`src/rtl/us_tx_ctrl_if.sv`:
```
// Command/status bundle between the command decoder and the ultrasonic TX controller.
// The master side issues decoder command levels; the slave side returns drive and status outputs.
interface us_tx_ctrl_if #(
  parameter int unsigned AMOUNT_WIDTH = 8
);
  logic                    on;
  logic                    off;
  logic                    increase;
  logic                    decrease;
  logic                    send;
  logic                    receive;
  logic                    valid;
  logic [AMOUNT_WIDTH-1:0] amount;
  logic [AMOUNT_WIDTH-1:0] dac_level;
  logic                    powered;
  logic                    tx_p;
  logic                    tx_n;
  logic                    rx_enable;
  logic                    busy;
  logic                    burst_done;
  logic                    cmd_drop;

  modport master (
    output on, off, increase, decrease, send, receive, valid, amount,
    input  dac_level, powered, tx_p, tx_n, rx_enable, busy, burst_done, cmd_drop
  );

  modport slave (
    input  on, off, increase, decrease, send, receive, valid, amount,
    output dac_level, powered, tx_p, tx_n, rx_enable, busy, burst_done, cmd_drop
  );
endinterface

```
`src/rtl/us_tx_ctrl.sv`:
```
// Ultrasonic transmit controller: edge-detects held decoder commands, slews the DAC drive
// level toward a target, and sequences TX burst / blanking / echo-listen windows.
module us_tx_ctrl #(
  parameter int unsigned AMOUNT_WIDTH  = 8,
  parameter int unsigned HALF_PERIOD   = 1250,
  parameter int unsigned BURST_CYCLES  = 8,
  parameter int unsigned BLANK_CYCLES  = 2000,
  parameter int unsigned LISTEN_CYCLES = 200000,
  parameter int unsigned RAMP_DIV      = 16
) (
  input  logic        clk,
  input  logic        rst,
  us_tx_ctrl_if.slave bus
);
  localparam logic [1:0] ST_IDLE   = 2'd0;
  localparam logic [1:0] ST_TX     = 2'd1;
  localparam logic [1:0] ST_BLANK  = 2'd2;
  localparam logic [1:0] ST_LISTEN = 2'd3;

  localparam int unsigned CNT_MAX =
    (HALF_PERIOD > BLANK_CYCLES)
      ? ((HALF_PERIOD > LISTEN_CYCLES) ? HALF_PERIOD : LISTEN_CYCLES)
      : ((BLANK_CYCLES > LISTEN_CYCLES) ? BLANK_CYCLES : LISTEN_CYCLES);
  localparam int unsigned CNT_W  = $clog2(CNT_MAX + 1);
  localparam int unsigned HALF_W = $clog2(2 * BURST_CYCLES + 1);
  localparam int unsigned PRE_W  = $clog2(RAMP_DIV + 1);

  localparam logic [CNT_W-1:0]  HP_LAST   = CNT_W'(HALF_PERIOD - 1);
  localparam logic [CNT_W-1:0]  BL_LAST   = CNT_W'(BLANK_CYCLES - 1);
  localparam logic [CNT_W-1:0]  LS_LAST   = CNT_W'(LISTEN_CYCLES - 1);
  localparam logic [HALF_W-1:0] HALF_LAST = HALF_W'(2 * BURST_CYCLES - 1);
  localparam logic [PRE_W-1:0]  PRE_LAST  = PRE_W'(RAMP_DIV - 1);

  logic [4:0]              r_prev;
  logic                    r_powered;
  logic [AMOUNT_WIDTH-1:0] r_target;
  logic [AMOUNT_WIDTH-1:0] r_dac;
  logic [PRE_W-1:0]        r_pre;
  logic [1:0]              r_state;
  logic [CNT_W-1:0]        r_cnt;
  logic [HALF_W-1:0]       r_half;
  logic                    r_rx_req;
  logic                    r_tx_p;
  logic                    r_tx_n;
  logic                    r_done;
  logic                    r_drop;

  logic [4:0]              w_cmd;
  logic [4:0]              w_evt;
  logic                    w_on_evt, w_off_evt, w_inc_evt, w_dec_evt, w_send_evt;
  logic                    w_inc_ok, w_dec_ok, w_send_ok, w_drop;
  logic [AMOUNT_WIDTH:0]   w_inc_sum;
  logic [AMOUNT_WIDTH-1:0] w_inc_sat;
  logic [AMOUNT_WIDTH-1:0] w_dec_val;

  assign w_cmd      = {bus.on, bus.off, bus.increase, bus.decrease, bus.send};
  assign w_evt      = w_cmd & ~r_prev & {5{bus.valid}};
  assign w_on_evt   = w_evt[4];
  assign w_off_evt  = w_evt[3];
  assign w_inc_evt  = w_evt[2];
  assign w_dec_evt  = w_evt[1];
  assign w_send_evt = w_evt[0];

  // Simultaneous increase and decrease cancel each other and count as one rejection.
  assign w_inc_ok  = w_inc_evt & ~w_dec_evt & r_powered;
  assign w_dec_ok  = w_dec_evt & ~w_inc_evt & r_powered;
  assign w_send_ok = w_send_evt & r_powered & (r_state == ST_IDLE);
  assign w_drop    = ((w_inc_evt | w_dec_evt) & (~r_powered | (w_inc_evt & w_dec_evt)))
                   | (w_send_evt & ~w_send_ok);

  assign w_inc_sum = {1'b0, r_target} + {1'b0, bus.amount};
  assign w_inc_sat = w_inc_sum[AMOUNT_WIDTH] ? '1 : w_inc_sum[AMOUNT_WIDTH-1:0];
  assign w_dec_val = (bus.amount > r_target) ? '0 : r_target - bus.amount;

  always_ff @(posedge clk) begin
    if (rst) begin
      r_prev    <= '0;
      r_powered <= 1'b0;
      r_target  <= '0;
      r_dac     <= '0;
      r_pre     <= '0;
      r_state   <= ST_IDLE;
      r_cnt     <= '0;
      r_half    <= '0;
      r_rx_req  <= 1'b0;
      r_tx_p    <= 1'b0;
      r_tx_n    <= 1'b0;
      r_done    <= 1'b0;
      r_drop    <= 1'b0;
    end else begin
      r_prev <= w_cmd;
      r_drop <= w_drop;
      r_done <= 1'b0;

      if (r_powered) begin
        r_pre <= (r_pre == PRE_LAST) ? '0 : r_pre + 1'b1;
        if ((r_pre == PRE_LAST) && (r_dac != r_target))
          r_dac <= (r_dac < r_target) ? r_dac + 1'b1 : r_dac - 1'b1;
      end else begin
        r_pre <= '0;
      end

      if (w_inc_ok)
        r_target <= w_inc_sat;
      else if (w_dec_ok)
        r_target <= w_dec_val;

      if (w_on_evt) begin
        r_powered <= 1'b1;
        r_target  <= bus.amount;
      end

      case (r_state)
        ST_IDLE: begin
          if (w_send_ok) begin
            r_state  <= ST_TX;
            r_cnt    <= '0;
            r_half   <= '0;
            r_tx_p   <= 1'b1;
            r_tx_n   <= 1'b0;
            r_rx_req <= bus.receive;
          end
        end
        ST_TX: begin
          if (r_cnt == HP_LAST) begin
            r_cnt <= '0;
            if (r_half == HALF_LAST) begin
              r_state <= ST_BLANK;
              r_tx_p  <= 1'b0;
              r_tx_n  <= 1'b0;
            end else begin
              r_half <= r_half + 1'b1;
              r_tx_p <= ~r_tx_p;
              r_tx_n <= ~r_tx_n;
            end
          end else begin
            r_cnt <= r_cnt + 1'b1;
          end
        end
        ST_BLANK: begin
          if (r_cnt == BL_LAST) begin
            r_cnt <= '0;
            if (r_rx_req) begin
              r_state <= ST_LISTEN;
            end else begin
              r_state <= ST_IDLE;
              r_done  <= 1'b1;
            end
          end else begin
            r_cnt <= r_cnt + 1'b1;
          end
        end
        ST_LISTEN: begin
          if (r_cnt == LS_LAST) begin
            r_cnt   <= '0;
            r_state <= ST_IDLE;
            r_done  <= 1'b1;
          end else begin
            r_cnt <= r_cnt + 1'b1;
          end
        end
        default: r_state <= ST_IDLE;
      endcase

      // Power-off overrides everything above: drive drops at once and the burst is abandoned.
      if (w_off_evt) begin
        r_powered <= 1'b0;
        r_target  <= '0;
        r_dac     <= '0;
        r_pre     <= '0;
        r_state   <= ST_IDLE;
        r_cnt     <= '0;
        r_half    <= '0;
        r_tx_p    <= 1'b0;
        r_tx_n    <= 1'b0;
        r_done    <= 1'b0;
      end
    end
  end

  assign bus.dac_level  = r_dac;
  assign bus.powered    = r_powered;
  assign bus.tx_p       = r_tx_p;
  assign bus.tx_n       = r_tx_n;
  assign bus.rx_enable  = (r_state == ST_LISTEN);
  assign bus.busy       = (r_state != ST_IDLE);
  assign bus.burst_done = r_done;
  assign bus.cmd_drop   = r_drop;
endmodule

```
`src/flat_wrapper.sv`:
```
// flat-port wrapper written by rule: the top's interface ports become plain ports
module us_tx_ctrl_flat 
#(
  parameter int unsigned AMOUNT_WIDTH  = 8,
  parameter int unsigned HALF_PERIOD   = 1250,
  parameter int unsigned BURST_CYCLES  = 8,
  parameter int unsigned BLANK_CYCLES  = 2000,
  parameter int unsigned LISTEN_CYCLES = 200000,
  parameter int unsigned RAMP_DIV      = 16
)
  (clk, rst, bus_on, bus_off, bus_increase, bus_decrease, bus_send, bus_receive, bus_valid, bus_amount, bus_dac_level, bus_powered, bus_tx_p, bus_tx_n, bus_rx_enable, bus_busy, bus_burst_done, bus_cmd_drop);
  us_tx_ctrl_if #(.AMOUNT_WIDTH(AMOUNT_WIDTH)) bus_i ();
  input  logic clk;
  input  logic rst;
  input wire logic [$bits(bus_i.on)-1:0] bus_on;
  input wire logic [$bits(bus_i.off)-1:0] bus_off;
  input wire logic [$bits(bus_i.increase)-1:0] bus_increase;
  input wire logic [$bits(bus_i.decrease)-1:0] bus_decrease;
  input wire logic [$bits(bus_i.send)-1:0] bus_send;
  input wire logic [$bits(bus_i.receive)-1:0] bus_receive;
  input wire logic [$bits(bus_i.valid)-1:0] bus_valid;
  input wire logic [$bits(bus_i.amount)-1:0] bus_amount;
  output wire logic [$bits(bus_i.dac_level)-1:0] bus_dac_level;
  output wire logic [$bits(bus_i.powered)-1:0] bus_powered;
  output wire logic [$bits(bus_i.tx_p)-1:0] bus_tx_p;
  output wire logic [$bits(bus_i.tx_n)-1:0] bus_tx_n;
  output wire logic [$bits(bus_i.rx_enable)-1:0] bus_rx_enable;
  output wire logic [$bits(bus_i.busy)-1:0] bus_busy;
  output wire logic [$bits(bus_i.burst_done)-1:0] bus_burst_done;
  output wire logic [$bits(bus_i.cmd_drop)-1:0] bus_cmd_drop;
  assign bus_i.on = bus_on;
  assign bus_i.off = bus_off;
  assign bus_i.increase = bus_increase;
  assign bus_i.decrease = bus_decrease;
  assign bus_i.send = bus_send;
  assign bus_i.receive = bus_receive;
  assign bus_i.valid = bus_valid;
  assign bus_i.amount = bus_amount;
  assign bus_dac_level = bus_i.dac_level;
  assign bus_powered = bus_i.powered;
  assign bus_tx_p = bus_i.tx_p;
  assign bus_tx_n = bus_i.tx_n;
  assign bus_rx_enable = bus_i.rx_enable;
  assign bus_busy = bus_i.busy;
  assign bus_burst_done = bus_i.burst_done;
  assign bus_cmd_drop = bus_i.cmd_drop;
  us_tx_ctrl #(.AMOUNT_WIDTH(AMOUNT_WIDTH), .HALF_PERIOD(HALF_PERIOD), .BURST_CYCLES(BURST_CYCLES), .BLANK_CYCLES(BLANK_CYCLES), .LISTEN_CYCLES(LISTEN_CYCLES), .RAMP_DIV(RAMP_DIV)) u_core (.clk(clk), .rst(rst), .bus(bus_i));
endmodule
```
`config.mk`:
```
export PLATFORM = sky130hd
export DESIGN_NAME = us_tx_ctrl_flat
export DESIGN_NICKNAME = d
export VERILOG_FILES = /design/src/rtl/us_tx_ctrl_if.sv /design/src/rtl/us_tx_ctrl.sv /design/src/flat_wrapper.sv
export SDC_FILE = /design/constraint.sdc
export NUM_CORES = 1
export LEC_CHECK = 0
export ABC_AREA = 1
export CORE_MARGIN = 5
export CORE_UTILIZATION = 28
export CTS_BUF_LIST = sky130_fd_sc_hd__clkbuf_2 sky130_fd_sc_hd__clkbuf_4 sky130_fd_sc_hd__clkbuf_8
export DETAILED_ROUTE_END_ITERATION = 12
export GPL_ROUTABILITY_DRIVEN = 0
export PLACE_DENSITY_LB_ADDON = 0.15
export SLEW_MARGIN = 20
export SYNTH_ARGS = -nofsm -noshare
export SYNTH_HDL_FRONTEND = slang
export SYNTH_SLANG_ARGS = --single-unit
export TNS_END_PERCENT = 5
```
`constraint.sdc`:
```
create_clock -name clk -period 6.3 [get_ports clk]
set_input_delay 1.89 -clock clk [delete_from_list [all_inputs] [get_ports clk]]
set_output_delay 1.89 -clock clk [all_outputs]
set_load 0.05 [all_outputs]
```
==> impl_metrics.env <==
export IMPL_dieHeight_um=135
export IMPL_grt_pass1_wl_um=20200
export IMPL_syn_nets=731
export IMPL_postCtsSetupBuffers=0
export IMPL_root_buffer="clkbuf_8"
export IMPL_drt_iter0_markers=202
export IMPL_yosysWarnings=0
export IMPL_start_util=0.286
export IMPL_htree_levels=3
export IMPL_yosysMostFrequentCell="nand2_1"
export IMPL_syn_area_per_cell_sq_um=6.48
export IMPL_io_pins=32
export IMPL_worst_slew_pin_slew_ps=688
export IMPL_n_antenna_cell=0
export IMPL_reg2regPathDepth=14
export IMPL_clock_sinks=57
export IMPL_status="finished clean"
export IMPL_crit_type="reg2out"
export IMPL_hold_path_class="reg2reg"
export IMPL_firstDrtPassIters=5
export IMPL_reg2reg_from="u_core.r_target[1]$_SDFFE_PP0P_"
export IMPL_p_per_area_nw_per_um2=179
export IMPL_vias=4272
export IMPL_async_flop_share=0
export IMPL_synthDistinctLibCells=39
export IMPL_yosys_area_top_type="dfxtp_1"
export IMPL_nets=758
export IMPL_cts_buffer_depth=2
export IMPL_finalMaxSlewViolations=0
export IMPL_grt_pass1_vias=4152
export IMPL_route_detailed_wl_per_inst_um=12.9
export IMPL_syn_to_final_growth_pct=15.5
export IMPL_r2r_end="u_core.bus.dac_level[5]$_SDFFE_PP0P_"
export IMPL_holdPathEnd="u_core.r_pre[0]$_SDFF_PP0_"
export IMPL_vias_per_cell=4.66
export IMPL_drive_above_1_share=0.0666
export IMPL_core_sq_um=15300
export IMPL_p_leak_nw=2.25
export IMPL_cts_tree="built"
export IMPL_remaining_drc_errors=0
export IMPL_finClkSkew_ps=13.0
export IMPL_hpwlAfterDp_um=9170
export IMPL_cp_required_ps=4410
export IMPL_rows=45
export IMPL_placed_area_sq_um=4840
export IMPL_cts_resized=0
export IMPL_clock_latency_ps=360
export IMPL_die_area_sq_um=18200
export IMPL_wl_um=11800
export IMPL_relSlewSlack=0.541
export IMPL_period_minus_slack_ps=3990
export IMPL_port_buffers=31
export IMPL_synth_top_area_frac=0.261
export IMPL_synth_edf_count=0
export IMPL_synth_area_leaders="dfxtp_1 26%, nand2_1 14%, ha_1 11%"
export IMPL_ctsHoldBuffers=0
export IMPL_finalSetupTns_ps=0
export IMPL_maxCapViolCount=0
export IMPL_synthFlopType="dfxtp_1"
export IMPL_crit_fanout=8
export IMPL_antenna_found_initial=0
export IMPL_yosysSeqAreaShare=0.261
export IMPL_syn_area_sq_um=4370
export IMPL_max_freq_mhz=251
export IMPL_die_x_um=135
export IMPL_cts_buffers=9
export IMPL_grt_max_degree=29
export IMPL_grt_total_usage=0.138
export IMPL_cp_arrival_ps=2100
export IMPL_grt_overflow=0
export IMPL_worst_ir_drop_vdd_uv=90.5
export IMPL_final_setup_viol_count=0
export IMPL_critPathLaunchType="flip-flop"
export IMPL_post_route_period_util=0.633
export IMPL_end_kind="output pin"
export IMPL_fin_area_sq_um=5040
export IMPL_rsz0062_at_grt="no"
export IMPL_hold_viol=0
export IMPL_drtAntennaViolNets=0
export IMPL_syn_inst=674
export IMPL_hold_start="u_core.r_pre[0]$_SDFF_PP0_"
export IMPL_synth_commonest_cells="164 x nand2_1, 108 x inv_1, 64 x nor2_1, 57 x dfxtp_1, 56 x a21oi_1"
export IMPL_synth_seq_cells=57
export IMPL_r2r_setup_slack_ps=3520
export IMPL_whs_path_depth=1
export IMPL_clk_pin_slew_ps=70
## per-layer routing
metal | track usage | share of wire | vias to the layer above | wire (um)
li1 | - | - | 2215 | -
met3 | 0.0354 | 0.034 | 15 | 405
met1 | 0.176 | 0.48 | 1968 | 5680
met5 | 0 | 0 | - | 0
met4 | 0.0436 | 0.016 | 0 | 184
met2 | 0.227 | 0.47 | 74 | 5550
## metrics by stage
| stage | hold slack [ps] | utilization | instances | worst slack, ps | total power [mW] |
|---|---|---|---|---|---|
| after CTS | 463 | 0.330 | 917 | 2260 | 0.923 |
| after floorplan | 418 | - | 674 | 3010 | 0.506 |
| after global routing | 482 | 0.330 | 917 | 2200 | 0.959 |
| after global placement | 432 | 0.317 | 901 | 2260 | 0.556 |
| after detailed placement | 452 | 0.317 | 901 | 2250 | 0.556 |
| final | 459 | 0.330 | 917 | 2310 | 0.904 |
## state kept, by name, summed over array words and instances (netlist names)
name	flops
u_core.r_prev	5
u_core.bus.tx_p	1
u_core.bus.cmd_drop	1
u_core.r_rx_req	1
u_core.r_pre	5
u_core.r_cnt	18
u_core.r_half	5
u_core.bus.dac_level	8
u_core.r_state	2
u_core.bus.tx_n	1
u_core.bus.powered	1
u_core.r_target	8
u_core.bus.burst_done	1
## worst max-delay path by stage
stage          slack, ps                         endpoint  depth (start not counted)                      startpoint
6_report            2310                         bus_busy                          3  u_core.r_state[1]$_SDFFE_PP0P_
2_1_floorplan       3010  u_core.r_target[5]$_SDFFE_PP0P_                         13                   bus_amount[3]
3_5_place_dp        2250  u_core.r_target[5]$_SDFFE_PP0P_                         15                   bus_amount[0]
4_1_cts             2260                         bus_busy                          3  u_core.r_state[1]$_SDFFE_PP0P_
3_3_place_gp        2260  u_core.r_target[5]$_SDFFE_PP0P_                          9                          bus_on
5_1_grt             2200                         bus_busy                          3  u_core.r_state[1]$_SDFFE_PP0P_
## power by group
part	switching [mW]	internal (mW)	leakage [nW]
Sequential	0.00767	0.367	0.462
Clock	0.165	0.194	0.0985
Combinational	0.114	0.0579	1.69
## worst max-delay path, stage by stage (launching register included)
cell,delay (ps)
dfxtp_1,490
nor2_1,150
inv_1,240
clkdlybuf4s50_1,860
## logic make-up after synthesis
logic type / count (synthesis) / synth area share
buffers and inverters: 128 / 0.122
and+or+nand+nor: 332 / 0.340
adders and majority gates: 40 / 0.120
DFF: 57 / 0.261
xor gates and xnor gates: 11 / 0.0221
AOI/OAI and AO/OA: 106 / 0.135
## layout make-up
type | count | area, sq um
inverters | 112 | 420
fillers | 1694 | 10200
well taps | 211 | 264
clock inverters | 6 | 67.6
multi-input cells | 489 | 2690
flip-flops and latches | 57 | 1140
repair buffers | 32 | 318
clock buffers | 10 | 138
## placed cells by master (no fill, tap or decap), types with 11 or more instances in the layout
cell type	synthesis	layout
dfxtp_1	57	57
nor2_1	64	64
nand2_1	164	164
nor3_1	11	11
nand4_1	12	12
inv_1	108	108
a21oi_1	56	56
ha_1	37	37
o21ai_0	31	31
clkdlybuf4s50_1	0	31
nand3_1	53	53
Power figures use the tool's default switching activity.
